**src/rtl/dmem_arbiter.sv**
```systemverilog
// Two-requester arbiter sharing a single-port synchronous data memory.
// Each access runs IDLE -> ISSUE -> RESP (3 cycles, no overlap); round-robin or fixed priority.
module dmem_arbiter #(
  parameter int ADDR_W    = 32,
  parameter int DATA_W    = 32,
  parameter int RR_ENABLE = 1
) (
  input  logic              clk,
  input  logic              reset,
  input  logic              req0,
  input  logic              req1,
  input  logic              we0,
  input  logic              we1,
  input  logic [ADDR_W-1:0] addr0,
  input  logic [ADDR_W-1:0] addr1,
  input  logic [DATA_W-1:0] wdata0,
  input  logic [DATA_W-1:0] wdata1,
  output logic [DATA_W-1:0] rdata0,
  output logic [DATA_W-1:0] rdata1,
  output logic              ack0,
  output logic              ack1,
  output logic              stall0,
  output logic              stall1,
  output logic [ADDR_W-1:0] mem_addr,
  output logic              mem_we,
  output logic [DATA_W-1:0] mem_wdata,
  input  logic [DATA_W-1:0] mem_rdata,
  output logic              busy,
  output logic              gnt_id
);

  typedef enum logic [1:0] {IDLE, ISSUE, RESP} state_t;

  state_t              state_q;
  logic                prio_q;
  logic                gnt_q;
  logic                we_q;
  logic [ADDR_W-1:0]   addr_q;
  logic [DATA_W-1:0]   wdata_q;
  logic                win_d;
  logic                resp_act;

  always_comb begin
    win_d = req1;
    if (req0 && req1) begin
      win_d = (RR_ENABLE != 0) ? prio_q : 1'b0;
    end
  end

  always_ff @(posedge clk) begin
    if (reset) begin
      state_q <= IDLE;
      prio_q  <= 1'b0;
      gnt_q   <= 1'b0;
      we_q    <= 1'b0;
      addr_q  <= '0;
      wdata_q <= '0;
    end else begin
      case (state_q)
        IDLE: begin
          if (req0 || req1) begin
            gnt_q   <= win_d;
            we_q    <= win_d ? we1 : we0;
            addr_q  <= win_d ? addr1 : addr0;
            wdata_q <= win_d ? wdata1 : wdata0;
            state_q <= ISSUE;
          end
        end
        ISSUE: begin
          we_q    <= 1'b0;
          state_q <= RESP;
        end
        RESP: begin
          prio_q  <= ~gnt_q;
          state_q <= IDLE;
        end
        default: state_q <= IDLE;
      endcase
    end
  end

  // Reset masks the write strobe and acks in the same cycle, so a reset landing
  // on ISSUE keeps the memory from committing the aborted write.
  assign resp_act  = (state_q == RESP) && !reset;
  assign ack0      = resp_act && !gnt_q;
  assign ack1      = resp_act && gnt_q;
  assign rdata0    = ack0 ? mem_rdata : '0;
  assign rdata1    = ack1 ? mem_rdata : '0;
  assign stall0    = req0 && !ack0;
  assign stall1    = req1 && !ack1;
  assign mem_we    = we_q && !reset;
  assign mem_addr  = addr_q;
  assign mem_wdata = wdata_q;
  assign busy      = (state_q != IDLE);
  assign gnt_id    = gnt_q;

endmodule

```
**config.mk**
```make
export PLATFORM = sky130hd
export DESIGN_NAME = dmem_arbiter
export DESIGN_NICKNAME = d
export VERILOG_FILES = /design/src/rtl/dmem_arbiter.sv
export SDC_FILE = /design/constraint.sdc
export NUM_CORES = 1
export LEC_CHECK = 0
export CORE_AREA = 2 2 116 118
export CTS_BUF_LIST = sky130_fd_sc_hd__clkbuf_16
export DETAILED_ROUTE_END_ITERATION = 12
export DIE_AREA = 0 0 118 120
export GPL_TIMING_DRIVEN = 0
export PLACE_DENSITY = 0.76
export SLEW_MARGIN = 15
export SYNTH_ARGS = -nofsm -noshare
export SYNTH_HDL_FRONTEND = slang
export SYNTH_SLANG_ARGS = --single-unit
```
**constraint.sdc**
```tcl
create_clock -name clk -period 2.45 [get_ports clk]
set_input_delay 0.49 -clock clk [delete_from_list [all_inputs] [get_ports clk]]
set_output_delay 0.49 -clock clk [all_outputs]
set_load 0.01 [all_outputs]
```
==> results of run 1 <==
## power groups by stage
stage | logic, W | clock network [W] | registers, W
after floorplan | 0.000424 | 0 | 0.00140
after global placement | 0.00115 | 0 | 0.00135
after detailed placement | 0.00117 | 0 | 0.00135
after CTS | 0.00118 | 0.00161 | 0.00133
after global routing | 0.00126 | 0.00167 | 0.00134
final | 0.00118 | 0.00159 | 0.00133
## synthesized netlist by cell type, drive strengths merged, types with 2 or more instances
library cell,number
dfxtp,69
a21oi,67
nand3,65
o21ai,65
a311oi,64
and2,64
buf,38
clkbuf,25
nor2,6
inv,3
nor2b,3
nor3b,3
nand2b,2
## cell families after synthesis
kind of cell           share of synthesized area
AOI/OAI and AO/OA                          0.328
and+or+nand+nor                            0.222
buffers and inverters                     0.0869
DFF                                        0.363
## layout make-up
cell class,count,area share
Buffer,63,0.0495
Inverter,3,0.00151
Multi-Input combinational cell,346,0.284
Clock inverter,7,0.0185
Tap cell,176,0.0296
Sequential cell,69,0.186
Timing Repair Buffer,304,0.401
Clock buffer,9,0.0303
## stage by stage
| step | total power (W) | TNS (ns) |
|---|---|---|
| after global placement | 0.00250 | -16.39 |
| after detailed placement | 0.00252 | -17.17 |
| final | 0.00411 | 0 |
| after CTS | 0.00413 | 0 |
| after global routing | 0.00428 | 0 |
| after floorplan | 0.00182 | 0 |
## metal layers
| layer | GRT usage | vias to the layer above |
|---|---|---|
| met1 | 0.304 | 2442 |
| met5 | 0 | - |
| met2 | 0.404 | 245 |
| met3 | 0.0575 | 34 |
| met4 | 0.0753 | 0 |
| li1 | - | 2426 |
## worst paths after layout
path | cells after the start | to | startpoint
min | 1 | state_q[1]$_SDFFE_PP0P_ | state_q[1]$_SDFFE_PP0P_
max reg2reg | 5 | mem_wdata[5]$_SDFFE_PP0P_ | prio_q$_SDFFE_PP0N_
max | 5 | rdata1[0] | state_q[0]$_SDFFE_PP0P_
min reg2reg | 1 | state_q[1]$_SDFFE_PP0P_ | state_q[1]$_SDFFE_PP0P_
## sequential cells by signal, summed over array words and instances, names as in the netlist
signal and cells:
gnt_id 1, prio_q 1, state_q 2, mem_wdata 32
mem_addr 32, we_q 1
## worst max-delay path: stages (launching register included)
cell and delay [ns]:
dfxtp_2 0.34, nand2b_4 0.17, nor3b_4 0.20, buf_6 0.15, and2_1 0.13, clkdlybuf4s50_1 0.55
## what timing repair did
action / CTS / global route
setup buffers: 3 / 0
cloned: 3 / 0
resized for setup: 80 / 3
endpoints found under the setup margin: 65 / 2
pin swaps: 2 / 0
==> flow_summary.yaml, run 1 <==
run_status:
  status: "completed"
clock_network:
  clk_pin_slew_worst_paths_ns: 0.06
  cts_buffer_depth: 2
  clock-sinks: 69
  cts_tree: "built"
  htree_num_levels: 3
  clk_latency_ns: 0.32
  numCtsBuffers: 9
  cts-root-buf: "clkbuf_16"
  postCtsHoldBufs: 0
placement:
  hpwl_um: 13600
  port_buffers: 298
  dp.cells: 955
  placed_cell_area_mm2: 0.00700
  dp_slack_ns: -0.451
  gp_congestion: 0.853
min_path:
  hold_class: "reg -> reg"
timing:
  setup_violations: 0
  rsz0062_at_grt: "false"
  post-route-period-util: 0.958
  tightestPinTransition_ns: 0.494
  skew_ns: 0.00626
  period_needed_ns: 2.35
  slew-limit-headroom: 0.671
  hold_slack_ns: 0.493
  hold_viol: 0
  slew_viol_final: 0
  final.setup.worst_slack_ns: 0.103
  fmax_mhz: 426
routing:
  route.met2.wl_um: 8490
  via_count: 5147
  first_pass_iters: 5
  routed_wl_um: 17900
  remaining_drc_errors: 0
  detail_route.wl_per_cell_um: 18.3
  ant_nets: 0
  vias_per_cell: 5.27
  m1WireLength_um: 7770
  routed.top_layer: "met4"
  wl_met3_um: 1290
  drtIter0Drc: 406
die:
  row_count: 42
  core_mm2: 0.0130
  start_util: 0.293
  die_h_um: 120
  die_x_um: 118
  num_io_pins: 301
  dieArea_mm2: 0.0142
synth:
  yosysWarnings: 0
  ys_top_cells_by_area: "dfxtp_1 (36%), a311oi_1 (15%), and2_1 (11%), a21oi_1 (8.8%), nand3_1 (8.6%)"
  yosys_most_used_dff: "dfxtp_1"
  synth_seq_cells: 69
  async_flop_share: 0
  yosysSeqAreaShare: 0.363
  syn_avg_cell_area_um2: 7.90
  syn_area_mm2: 0.00380
  syn_inst: 481
  synth_top_area_share: 0.363
  synth_enable_flop_cells: 0
  syn_nets: 647
  synth.distinct_cells: 28
  synth_top_cell_by_area: "dfxtp_1"
pwr:
  p_leak_nw: 3.01
  clkPwrFrac: 0.388
  vdd_drop_max_v: 0.000295
  power_switching_w: 0.00111
  switching_share: 0.271
  power_frac_comb: 0.288
  seqPwrFrac: 0.324
  power.density_mw_per_mm2: 553
  internal_power_w: 0.00300
global_route:
  grt_usage: 0.240
  grt_first_pass_wirelength_um: 27400
  grt_max_degree: 13
  overflow: 0
  grt_pass1_vias: 5110
  antenna_found_initial: 0
final_layout:
  multi_input_area_mm2: 0.00211
  diodes: 0
  postLayoutCoreUtil: 0.573
  fill_cells: 1203
  final_common_cell: "clkdlybuf4s50_1"
  seqCellArea_mm2: 0.00138
  drive_gt1_frac: 0.0936
  postLayoutCellArea_mm2: 0.00744
  final_nets: 962
  stdcell_count: 977
  final_cell_mix: "clkdlybuf4s50_1 (238), a21oi_1 (67), dfxtp_1 (67)"
  syn_to_final_growth_pct: 95.7
worst_setup_path:
  rrSetupSlack_ns: 0.79
  cp_data_required_time_ns: 1.96
  cp_max_fo: 8
  cp.arrival_ns: 1.86
  cp-start-kind: "flop"
  endpoint_kind: "output port"
  path_class: "reg -> out"
run:
  maxCapViolCount: 0
Note: power is estimated with default switching activity, not from simulation.
==> run 2, diff against run 1 <==
SETUP_SLACK_MARGIN = 0.3   (was unset)
==> run 2 against run 1 <==
Compared with the run above: flip-flop and latch count unchanged; sequential share of layout area about the same; first-iteration DRC count increased by 0.25%; largest power group unchanged; critical path type unchanged; combinational power about the same; register-to-register slack improved by 0.03 ns.
==> flow_summary.yaml, run 2 (synthesized netlist as in run 1, its figures left out) <==
placement:
  hpwl_um: 13600
  port_buffers: 298
  gp_congestion: 0.853
  placed_cell_area_mm2: 0.00700
worst_setup_path:
  cp-start-kind: "flop"
  slowest_delay_ns: 0.31
  reg2reg_from: "state_q[0]$_SDFFE_PP0P_"
  path_cells: "nand2b_4, nor3_4, buf_12, buf_6, and2_1, dlygate4sd2_1"
  cp.arrival_ns: 1.65
  r2r_cells: 6
  endpoint_kind: "output port"
  cp_max_fo: 10
  reg2reg_to: "mem_addr[11]$_SDFFE_PP0P_"
  path_class: "reg -> out"
  crit_slowest_cell: "dfxtp_2"
  cp_data_required_time_ns: 1.96
  rrSetupSlack_ns: 0.82
timing:
  rsz0062_at_grt: "true"
  slew_viol_final: 0
  skew_ns: 0.00657
  slew-limit-headroom: 0.669
  post-route-period-util: 0.874
  fmax_mhz: 467
  hold_viol: 0
  setup_violations: 0
  tightestPinTransition_ns: 0.496
  period_needed_ns: 2.14
run:
  maxCapViolCount: 0
die:
  dieArea_mm2: 0.0142
  num_io_pins: 301
  row_count: 42
  die_x_um: 118
  core_mm2: 0.0130
  start_util: 0.293
  die_h_um: 120
routing:
  ant_nets: 0
  first_pass_iters: 5
  routed_wl_um: 18100
  vias_per_cell: 5.27
  via_count: 5197
  drtIter0Drc: 407
  detail_route.wl_per_cell_um: 18.4
  remaining_drc_errors: 0
pwr:
  power_frac_comb: 0.290
  power.density_mw_per_mm2: 552
  vdd_drop_max_v: 0.000295
  clkPwrFrac: 0.386
  switching_share: 0.271
  power_switching_w: 0.00111
  seqPwrFrac: 0.323
  p_leak_nw: 2.96
  internal_power_w: 0.00300
global_route:
  overflow: 0
  antenna_found_initial: 0
  grt_max_degree: 13
  grt_usage: 0.241
  grt_first_pass_wirelength_um: 27500
  grt_pass1_vias: 5083
final_layout:
  final_cell_mix: "clkdlybuf4s50_1 (229), a21oi_1 (67), dfxtp_1 (66)"
  diodes: 0
  syn_to_final_growth_pct: 96.3
  postLayoutCellArea_mm2: 0.00746
  final_nets: 971
  fill_cells: 1191
  final_common_cell: "clkdlybuf4s50_1"
  postLayoutCoreUtil: 0.575
  drive_gt1_frac: 0.196
clock_network:
  clk_latency_ns: 0.32
  clock-sinks: 69
  cts_tree: "built"
  clk_pin_slew_worst_paths_ns: 0.06
  cts-root-buf: "clkbuf_16"
  numCtsBuffers: 9
  htree_num_levels: 3
  cts_buffer_depth: 2
min_path:
  min_to: "state_q[1]$_SDFFE_PP0P_"
  holdPathStages: 1
  hold_class: "reg -> reg"
  worstHoldStart: "state_q[1]$_SDFFE_PP0P_"
run_status:
  status: "completed"
## run 2: changes by cell type in the layout (fill, tap and decap cells not counted), moves of 9 or more
| cell | previous run | this run |
|---|---|---|
| and2_1 | 64 | 48 |
| and2_4 | 0 | 16 |
| dlygate4sd2_1 | 58 | 10 |
| buf_2 | 24 | 57 |
| clkdlybuf4s50_1 | 238 | 229 |
| buf_6 | 3 | 28 |
## run 2: through the flow
stage / total power, W / TNS (ns) / hold WS [ns] / setup WS, ns / cells
floorplan: 0.00182 / 0 / 0.472 / 0.589 / 481
global placement: 0.00250 / -16.39 / 0.491 / -0.426 / 955
detailed placement: 0.00252 / -17.17 / 0.506 / -0.451 / 955
CTS: 0.00413 / 0 / 0.469 / 0.219 / 985
global route: 0.00429 / 0 / 0.482 / 0.233 / 986
finish: 0.00412 / 0 / 0.470 / 0.308 / 986
## run 2: area by class of cell
type / count / area, um^2 / share of cell area
buffer: 63 / 387 / 0.0518
clock buffer: 9 / 225 / 0.0302
clock inverter: 7 / 138 / 0.0184
inverter: 3 / 11.3 / 0.00151
multi-input combinational: 346 / 2150 / 0.288
sequential: 69 / 1390 / 0.186
tap: 176 / 220 / 0.0295
timing repair buffer: 313 / 2940 / 0.395
## run 2: worst max path at each step
| stage | from | end | depth (start not counted) |
|---|---|---|---|
| CTS | state_q[0]$_SDFFE_PP0P_ | rdata1[9] | 7 |
| detailed placement | reset | rdata0[15] | 5 |
| global route | state_q[0]$_SDFFE_PP0P_ | rdata1[17] | 8 |
| floorplan | reset | rdata1[23] | 4 |
| global placement | reset | rdata0[14] | 5 |
| finish | state_q[0]$_SDFFE_PP0P_ | rdata0[23] | 6 |
## run 2: layer usage
layer / vias to the layer above / track usage / share of wire
met5: - / 0 / 0
met4: 0 / 0.0730 / 0.018
met3: 29 / 0.0570 / 0.074
met2: 246 / 0.405 / 0.47
met1: 2474 / 0.308 / 0.43
li1: 2448 / - / -
## run 2: worst max-delay path: cells and delay by family (launching register included)
family | cells | cell delay (ns)
buffers and inverters | 3 | 0.53
DFF | 1 | 0.31
and+or+nand+nor | 3 | 0.48
## run 2: timing repair
action,4_1_cts,5_1_grt
hold buffers,0,0
pin swaps,2,5
setup endpoints to repair,69,52
setup buffers,11,0
gates cloned,3,1
resized for setup,245,67
## run 2: power groups by stage
stage | Sequential, W | Combinational [W] | Clock [W]
after global routing | 0.00134 | 0.00128 | 0.00167
after detailed placement | 0.00135 | 0.00117 | 0
after global placement | 0.00135 | 0.00115 | 0
final | 0.00133 | 0.00120 | 0.00159
after CTS | 0.00133 | 0.00119 | 0.00161
after floorplan | 0.00140 | 0.000424 | 0
